`src/rtl/game_pkg.sv`:
```
// game_pkg: shared state, screen and colour types for the sprite controllers
package game_pkg;
  localparam int SCREEN_H = 720;
  typedef enum logic [1:0] {IDLE, SLIDE, BLINK, HOLD} state_t;
  typedef struct packed {
    logic [7:0] red;
    logic [7:0] green;
    logic [7:0] blue;
  } rgb_t;
endpackage

```
`src/rtl/vsync_tick.sv`:
```
// vsync_tick: one-cycle frame tick on the rising edge of v_sync, suppressed on the first cycle after reset
module vsync_tick (
  input  logic i_clk,
  input  logic i_rst,
  input  logic i_v_sync,
  output logic o_tick
);
  logic v_sync_q, armed;
  always_ff @(posedge i_clk or posedge i_rst)
    if (i_rst) begin
      v_sync_q <= 1'b0;
      armed    <= 1'b0;
    end else begin
      v_sync_q <= i_v_sync;
      armed    <= 1'b1;
    end
  // armed masks a v_sync that was already high while reset was held
  assign o_tick = armed & i_v_sync & ~v_sync_q;
endmodule

```
`src/rtl/finish_label_ctrl.sv`:
```
// finish_label_ctrl: slides the FINISH label in per frame, blinks it, holds it, and composites it over the background
module finish_label_ctrl
  import game_pkg::*;
#(
  parameter int unsigned LABEL_X       = 466,
  parameter int unsigned TARGET_Y      = 296,
  parameter int unsigned START_Y       = SCREEN_H,
  parameter int unsigned STEP_Y        = 8,
  parameter int unsigned BLINK_FRAMES  = 15,
  parameter int unsigned BLINK_TOGGLES = 6
) (
  input  logic        i_clk,
  input  logic        i_rst,
  input  logic        i_v_sync,
  input  logic        i_finish,
  input  logic        i_restart,
  input  logic        i_label_hit,
  input  logic [7:0]  i_label_red,
  input  logic [7:0]  i_label_green,
  input  logic [7:0]  i_label_blue,
  input  logic [7:0]  i_bg_red,
  input  logic [7:0]  i_bg_green,
  input  logic [7:0]  i_bg_blue,
  output logic [15:0] o_label_x,
  output logic [15:0] o_label_y,
  output logic        o_label_visible,
  output logic [7:0]  o_red,
  output logic [7:0]  o_green,
  output logic [7:0]  o_blue,
  output logic        o_busy,
  output logic        o_done
);
  state_t      state, state_nx;
  logic [15:0] y, y_nx, frame_cnt, frame_nx;
  logic [7:0]  tog, tog_nx;
  logic        vis, vis_nx, tick, landed, blink_wrap;
  logic [16:0] y_sub;
  rgb_t        rgb_q, label_rgb, bg_rgb;

  vsync_tick u_tick (
    .i_clk    (i_clk),
    .i_rst    (i_rst),
    .i_v_sync (i_v_sync),
    .o_tick   (tick)
  );

  // 17-bit subtract so an oversize step reads as underflow and clamps
  assign y_sub      = {1'b0, y} - 17'(STEP_Y);
  assign landed     = y_sub[16] || y_sub <= 17'(TARGET_Y);
  assign blink_wrap = frame_cnt == 16'(BLINK_FRAMES - 1);

  always_ff @(posedge i_clk or posedge i_rst)
    if (i_rst) begin
      state     <= IDLE;
      y         <= 16'(START_Y);
      vis       <= 1'b0;
      frame_cnt <= '0;
      tog       <= '0;
    end else begin
      state     <= state_nx;
      y         <= y_nx;
      vis       <= vis_nx;
      frame_cnt <= frame_nx;
      tog       <= tog_nx;
    end

  always_comb begin
    state_nx = state;
    y_nx     = y;
    vis_nx   = vis;
    frame_nx = frame_cnt;
    tog_nx   = tog;
    if (i_restart && state != IDLE) begin
      state_nx = IDLE;
      y_nx     = 16'(START_Y);
      vis_nx   = 1'b0;
      frame_nx = '0;
      tog_nx   = '0;
    end else begin
      case (state)
        IDLE: if (i_finish) begin
          state_nx = SLIDE;
          vis_nx   = 1'b1;
        end
        SLIDE: if (tick) begin
          y_nx = landed ? 16'(TARGET_Y) : y_sub[15:0];
          if (landed) begin
            state_nx = BLINK;
            frame_nx = '0;
            tog_nx   = '0;
          end
        end
        BLINK: if (tick) begin
          frame_nx = blink_wrap ? 16'd0 : frame_cnt + 16'd1;
          if (blink_wrap) begin
            vis_nx = ~vis;
            tog_nx = tog + 8'd1;
            if (tog_nx == 8'(BLINK_TOGGLES)) begin
              state_nx = HOLD;
              vis_nx   = 1'b1;
            end
          end
        end
        default: ;
      endcase
    end
  end

  always_comb begin
    o_busy = state != IDLE;
    o_done = state == HOLD;
  end

  assign label_rgb = {i_label_red, i_label_green, i_label_blue};
  assign bg_rgb    = {i_bg_red, i_bg_green, i_bg_blue};

  always_ff @(posedge i_clk or posedge i_rst)
    if (i_rst) rgb_q <= '0;
    else       rgb_q <= (vis && i_label_hit) ? label_rgb : bg_rgb;

  assign o_label_x       = 16'(LABEL_X);
  assign o_label_y       = y;
  assign o_label_visible = vis;
  assign o_red           = rgb_q.red;
  assign o_green         = rgb_q.green;
  assign o_blue          = rgb_q.blue;
endmodule
```
`config.mk`:
```
export PLATFORM = sky130hd
export DESIGN_NAME = finish_label_ctrl
export DESIGN_NICKNAME = d
export VERILOG_FILES = /design/src/rtl/game_pkg.sv /design/src/rtl/vsync_tick.sv /design/src/rtl/finish_label_ctrl.sv
export SDC_FILE = /design/constraint.sdc
export NUM_CORES = 1
export LEC_CHECK = 0
export ABC_AREA = 1
export CAP_MARGIN = 20
export CORE_UTILIZATION = 45
export DETAILED_ROUTE_END_ITERATION = 6
export DONT_BUFFER_PORTS = 1
export PLACE_DENSITY_LB_ADDON = 0.12
export SLEW_MARGIN = 10
export SYNTH_ARGS = -nofsm -noshare
export SYNTH_HDL_FRONTEND = slang
export SYNTH_SLANG_ARGS = --single-unit
```
`constraint.sdc`:
```
create_clock -name i_clk -period 3.45 [get_ports i_clk]
set_input_delay 0.345 -clock i_clk [delete_from_list [all_inputs] [get_ports i_clk]]
set_output_delay 0.345 -clock i_clk [all_outputs]
set_load 0.02 [all_outputs]
```
==> impl_metrics.json, run 1 <==
{
  "post-route-cell-area_sq_mm": 0.004218,
  "vias": 3071,
  "ys_seq_area_share_pct": 41.28,
  "fin_ws_ps": 509.1,
  "port_buffers": 0,
  "finalSetupTns_ps": 0,
  "met1_usage_pct": 23.79,
  "synth_top_area_share_pct": 38.67,
  "gp_congestion": 0.8600,
  "period_needed_ps": 2941,
  "cp_data_arrival_time_ps": 3210,
  "track_usage_pct": 18.57,
  "vdd_drop_max_v": 0.0003570,
  "use_met3_pct": 5.008,
  "seqPwrFrac_pct": 41.3,
  "fin_util_pct": 48.60,
  "cts_buffer_depth": 2,
  "row_count": 34,
  "yosys.area_share.simple_pct": 27.75,
  "clk_pin_slew_ps": 80,
  "drt-total-wl_microns": 8215,
  "antenna_found_initial": 0,
  "grt_max_degree": 37,
  "hold_path.class": "input port to asynchronous set/reset pin",
  "grt_pass1_vias": 2777,
  "min_period_over_period_pct": 85.24,
  "relSlewSlack_pct": 38.04,
  "clock_skew_ps": 10.62,
  "path_max_fanout": 15,
  "yosys.cell_count.top_type": "nand2_1",
  "setup_viol": 0,
  "cts_root_buf": "clkbuf_8",
  "netlist_area_sq_mm": 0.004013,
  "p_switching_uw": 1431,
  "synthTopCellsByArea": "dfrtp_1, nand2_1, mux2_2",
  "hold_viol_final": 9,
  "synth-adder-area-share_pct": 3.118,
  "fillers": 851,
  "n_antenna_cell": 0,
  "die_w_microns": 96.43,
  "wire_per_inst_microns": 13.60,
  "reg2reg_setup_slack_ps": 510,
  "synth_enable_flop_cells": 0,
  "io_pins": 113,
  "clockPowerShare_pct": 20.7,
  "share_comb_of_total_power_pct": 38.0,
  "synthArstFlopShare_pct": 100.0,
  "place_area_sq_mm": 0.004024,
  "cap_violations": 0,
  "cellPowerDensity_mw_per_mm2": 701.1,
  "r2r_cells": 13,
  "yosys.cell_types.count": 36,
  "die-area_sq_mm": 0.009299,
  "final_nets": 555,
  "swShare_pct": 48.38,
  "worstPathRequired_ps": 3720,
  "violations": "hold timing",
  "top_usage_layer": "met2",
  "synth_compound_area_share_pct": 8.263,
  "fp.coreArea_sq_mm": 0.008678,
  "die_h_microns": 96.43,
  "synth_common_cells": "nand2_1, dfrtp_1, inv_1",
  "synth_top_family_by_area": "simple AND/OR/NAND/NOR gates",
  "max_clock_freq_mhz": 340.0,
  "cts_num_sinks": 66,
  "drt_pass1_iterations": 6,
  "cp-start-kind": "register",
  "synthMuxAreaShare_pct": 6.735,
  "yosysTopAreaCell": "dfrtp_1",
  "yosys_warnings": 0,
  "slew_viol_final": 0,
  "ant_nets": 0,
  "p_leak_uw": 0.001907,
  "start_util_pct": 46.24,
  "ctsResizeCount": 0,
  "worst_pin_slew_ps": 927.2,
  "cts_inserted_buffers": 9,
  "whs_ps": -7.279,
  "power.total_uw": 2957,
  "synthXorXnorAreaFrac_pct": 2.183,
  "drive_gt1_share_pct": 19.15,
  "post-place-ws_ps": 538.6,
  "p_int_uw": 1526,
  "clock_latency_ps": 350,
  "drtIter0Drc": 145,
  "syn_inst": 488,
  "drc": 0,
  "avgSynthCellArea_sq_um": 8.223,
  "crit_path_end_kind": "register",
  "syn2layout_area_growth_pct": 5.114,
  "grt_pass1_wl_microns": 13160,
  "outcome": "complete, but fails checks",
  "cts_tree": "done",
  "rsz0062_at_grt": "no",
  "ys_ff_latch": 66,
  "viasPerCell": 5.084,
  "grt-ovfl-total": 0,
  "synth_flop_cell": "dfrtp_1",
  "htree_num_levels": 3,
  "gr-usage-met2_pct": 29.79,
  "dp_hpwl_microns": 5915,
  "worstSetupPathType": "register to register"
}
[sequential cells by signal, indices dropped and copies added (netlist names)]
signal,cells
frame_cnt,16
o_label_y,13
o_blue,8
o_green,8
o_red,8
tog,8
state,2
o_label_visible,1
u_tick.armed,1
u_tick.v_sync_q,1
[repair_timing]
item | in CTS | in global routing
hold buffers | 0 | 1
endpoints found under the hold margin | 0 | 1
buffers inserted | 0 | 0
[power groups by stage]
stage	registers (uW)	clock network, uW	logic, uW
2_1_floorplan	1190	0	1010
3_3_place_gp	1240	0	1120
3_5_place_dp	1230	0	1130
4_1_cts	1220	637	1130
5_1_grt	1240	664	1270
6_report	1220	611	1120
[path summary, 6_finish.rpt]
kind,start,end
setup / recovery,state[0]$_DFFE_PP0P_,o_label_y[14]$_DFFE_PP0P_
hold / removal,i_rst,o_blue[6]$_DFF_PP0_
setup reg to reg,state[0]$_DFFE_PP0P_,o_label_y[14]$_DFFE_PP0P_
hold reg to reg,tog[6]$_DFFE_PP0P_,tog[6]$_DFFE_PP0P_
max in group asynchronous,i_rst,o_label_y[7]$_DFFE_PP1P_
min in group i_clk,i_label_green[3],o_green[3]$_DFF_PP0_
[layout by cell type (no fill, tap or decap), types with 2 or more instances in the layout]
master	instances
nand2_1	108
dfrtp_1	62
inv_1	51
nor2_1	50
mux2_2	24
nand3_1	23
nand4_1	20
conb_1	20
o21ai_0	18
o21ai_2	17
nand2_2	10
ha_1	10
clkbuf_8	9
xor2_1	7
a21oi_1	7
inv_2	6
nor3_1	6
nor2_2	5
o21ai_1	5
nor2_4	4
dfstp_2	4
xnor2_1	3
nand3_2	3
nor4_1	3
clkinv_4	3
inv_6	3
nand3b_1	2
or2_2	2
buf_4	2
[critical path: stages, from the launching register on]
cell	delay (ps)
dfrtp_1	440
inv_1	110
ha_1	260
nor2_4	210
inv_2	170
o21ai_2	140
inv_2	60
nor2_2	390
inv_2	100
nor2_1	470
inv_2	100
nor2_4	190
inv_1	80
o21ai_1	140
[layout make-up]
type / instances / area [sq um] / share of cell area (%)
tap: 108 / 135.1 / 3.204
clock inverter: 7 / 60.06 / 1.424
inverter: 57 / 214.0 / 5.073
timing repair buffer: 3 / 25.02 / 0.5933
multi-input combinational: 354 / 2003 / 47.49
sequential: 66 / 1657 / 39.28
clock buffer: 9 / 123.9 / 2.937
[cells by family (layout without fill, tap and decap cells)]
logic type,Yosys count,count (layout)
AND/OR/NAND/NOR,239,239
buffers and inverters,86,76
flip-flops,66,66
AO/OA/AOI/OAI,51,51
multiplexers,24,24
adder cells (fa/ha/maj),10,10
XOR/XNOR,10,10
other,2,20
[layer usage]
| metal | vias up | share of wire [%] |
|---|---|---|
| met5 | - | 0 |
| met4 | 0 | 1.5 |
| met3 | 13 | 4.9 |
| met2 | 81 | 48 |
| met1 | 1435 | 46 |
| li1 | 1542 | - |
[metrics by stage]
stage / hold slack [ps] / cells
finish: -7.279 / 604
global route: 45.99 / 604
CTS: 1.813 / 603
detailed placement: 376.6 / 587
global placement: 376.6 / 587
floorplan: 376.4 / 506
Note: power is estimated with default switching activity, not from simulation.
==> inputs of run 2 (changes only) <==
--- a/config.mk
+++ b/config.mk
@@ -7,10 +7,11 @@
 export LEC_CHECK = 0
 export ABC_AREA = 1
 export CAP_MARGIN = 20
-export CORE_UTILIZATION = 45
+export CORE_UTILIZATION = 65
 export DETAILED_ROUTE_END_ITERATION = 6
 export DONT_BUFFER_PORTS = 1
 export PLACE_DENSITY_LB_ADDON = 0.12
+export SETUP_SLACK_MARGIN = 0.1
 export SLEW_MARGIN = 10
 export SYNTH_ARGS = -nofsm -noshare
 export SYNTH_HDL_FRONTEND = slang
==> run 2 against run 1 <==
  * Critical path type unchanged
  * Maximum frequency increased by 3.1%
  * The run still ends with hold timing left
  * Total power rose by 3.6%
  * Combinational power about the same
  * Clock power increased by 15%
  * Critical path depth is the same
  * First-iteration DRC count grew 3.4%
  * Cell count decreased by 5.5%
  * Global-route usage is 9.2 points higher
  * Design area decreased by 0.42%
  * Setup slack improved by 88 ps
==> impl_metrics.json, run 2 (synthesized netlist as in run 1, its figures left out) <==
{
  "outcome": "complete, but fails checks",
  "violations": "hold timing",
  "dp_hpwl_microns": 6156,
  "final_cell_mix": "nand2_1, dfrtp_1, inv_1",
  "grt-ovfl-total": 0,
  "cap_violations": 0,
  "clock_latency_ps": 360,
  "cp_slowest_cell": "nor2_1",
  "cts_root_buf": "clkbuf_8",
  "cellPowerDensity_mw_per_mm2": 729.1,
  "path_max_fanout": 15,
  "period_needed_ps": 2853,
  "cts_tree": "done",
  "grt_max_degree": 37,
  "port_buffers": 0,
  "clock_skew_ps": 10.13,
  "max_clock_freq_mhz": 350.5,
  "fp.coreArea_sq_mm": 0.005921,
  "viasPerCell": 5.520,
  "worstSetupPathType": "register to register",
  "drc": 0,
  "worst_pin_slew_ps": 967.4,
  "relSlewSlack_pct": 35.35,
  "cp_data_arrival_time_ps": 3140,
  "antenna_found_initial": 0,
  "slowest_delay_ps": 460,
  "drtIter0Drc": 150,
  "setup_viol": 0,
  "cts_inserted_buffers": 9,
  "drt-total-wl_microns": 8583,
  "p_leak_uw": 0.001919,
  "cts_num_sinks": 66,
  "vias": 3152,
  "vdd_drop_max_v": 0.0004629,
  "final_nets": 555,
  "die_w_microns": 80.57,
  "die-area_sq_mm": 0.006492,
  "layout.cells.most_common": "nand2_1",
  "grt_pass1_wl_microns": 13680,
  "crit_path_end_kind": "register",
  "crit_family": "simple AND/OR/NAND/NOR gates",
  "top_register": "frame_cnt",
  "grt_pass1_vias": 2999,
  "clk_pin_slew_ps": 90,
  "whs_ps": -24.20,
  "largest_reg_flops": 16,
  "rsz0062_at_grt": "no",
  "reg2reg_setup_slack_ps": 600,
  "path_cells": "inv_1, ha_1, nor2_4, inv_2, o21ai_2, inv_2, nor2_2, inv_2, nor2_1, inv_2, nor2_4, inv_1, o21ai_1",
  "syn2layout_area_growth_pct": 4.677,
  "worst_path_most_repeated_cell": "inv_2",
  "row_count": 28,
  "worstPathRequired_ps": 3730,
  "min_period_over_period_pct": 82.69,
  "drive_gt1_share_pct": 19.15,
  "ant_nets": 0,
  "cts_buffer_depth": 2,
  "io_pins": 113,
  "die_h_microns": 80.57,
  "start_util_pct": 67.77,
  "cp-start-kind": "register",
  "track_usage_pct": 27.76,
  "finalSetupTns_ps": 0,
  "slew_viol_final": 0,
  "hold_path.class": "input port to asynchronous set/reset pin",
  "htree_num_levels": 3,
  "n_antenna_cell": 0,
  "hold_viol_final": 34,
  "crit_buf_inv": 6,
  "gp_congestion": 0.9430,
  "wire_per_inst_microns": 15.03,
  "drt_pass1_iterations": 4
}
## run 2: changes by cell type in the layout (fill, tap and decap cells not counted), sizes merged
cell    previous run  this run
bufinv             0         1
clkinv             3         1
inv               60        61
## run 2: through the flow
stage               std cells  power [uW]  worst slack, ps  util [%]  instance area [sq um]
finish                    571        3062            597.3     70.94                   4200
global route              571        3266            284.3     70.94                   4200
CTS                       570        3061            587.4     70.77                   4190
detailed placement        554        2362            586.4     67.27                   3983
global placement          554        2318            625.9     67.27                   3983
floorplan                 506        2199             1353         -                   4080
## run 2: metal layers
metal  vias to the layer above  global-route usage (%)  routed length, microns
met3                        10                   8.750                     549
met2                        97                   46.95                    4322
met1                      1492                   33.36                    3613
li1                       1553                       -                       -
met4                         0                   8.929                      98
met5                         -                       0                       0
## run 2: worst register-to-register path: cells and delay by family (launching register included)
kind | cells | cell delay, ps
buffers and inverters | 6 | 610
adder cells (fa/ha/maj) | 1 | 260
AND/OR/NAND/NOR | 4 | 1250
AO/OA/AOI/OAI | 2 | 240
flip-flops | 1 | 430
## run 2: layout make-up
cell class | count | area, sq um
Fill cell | 474 | 1720
Clock buffer | 9 | 123.9
Multi-Input combinational cell | 354 | 2003
Timing Repair Buffer | 3 | 25.02
Tap cell | 75 | 93.84
Inverter | 57 | 214.0
Sequential cell | 66 | 1657
Clock inverter | 7 | 83.83
## run 2: timing repair
item	4_1_cts	5_1_grt
endpoints found under the setup margin	0	0
hold buffers	0	1
endpoints found under the hold margin	0	1
buffers inserted	0	0
resized for setup	0	0
## run 2: final timing paths
check | cells after the start | end | start
worst max register to register | 13 | o_label_y[11]$_DFFE_PP0P_ | state[0]$_DFFE_PP0P_
max in group asynchronous | 2 | o_label_y[6]$_DFFE_PP1P_ | i_rst
worst min register to register | 2 | tog[6]$_DFFE_PP0P_ | tog[6]$_DFFE_PP0P_
worst max-delay path | 13 | o_label_y[11]$_DFFE_PP0P_ | state[0]$_DFFE_PP0P_
worst min-delay path | 1 | o_green[3]$_DFF_PP0_ | i_rst
min in group i_clk | 1 | o_green[3]$_DFF_PP0_ | i_label_green[3]
## run 2: power by group
| part | switching (uW) | total [uW] | leakage, uW | internal (uW) |
|---|---|---|---|---|
| registers | 294 | 1220 | 0.000838 | 926 |
| clock network | 352 | 700 | 0.000103 | 347 |
| logic | 813 | 1140 | 0.000978 | 330 |
| total | 1460 | 3060 | 0.00192 | 1600 |
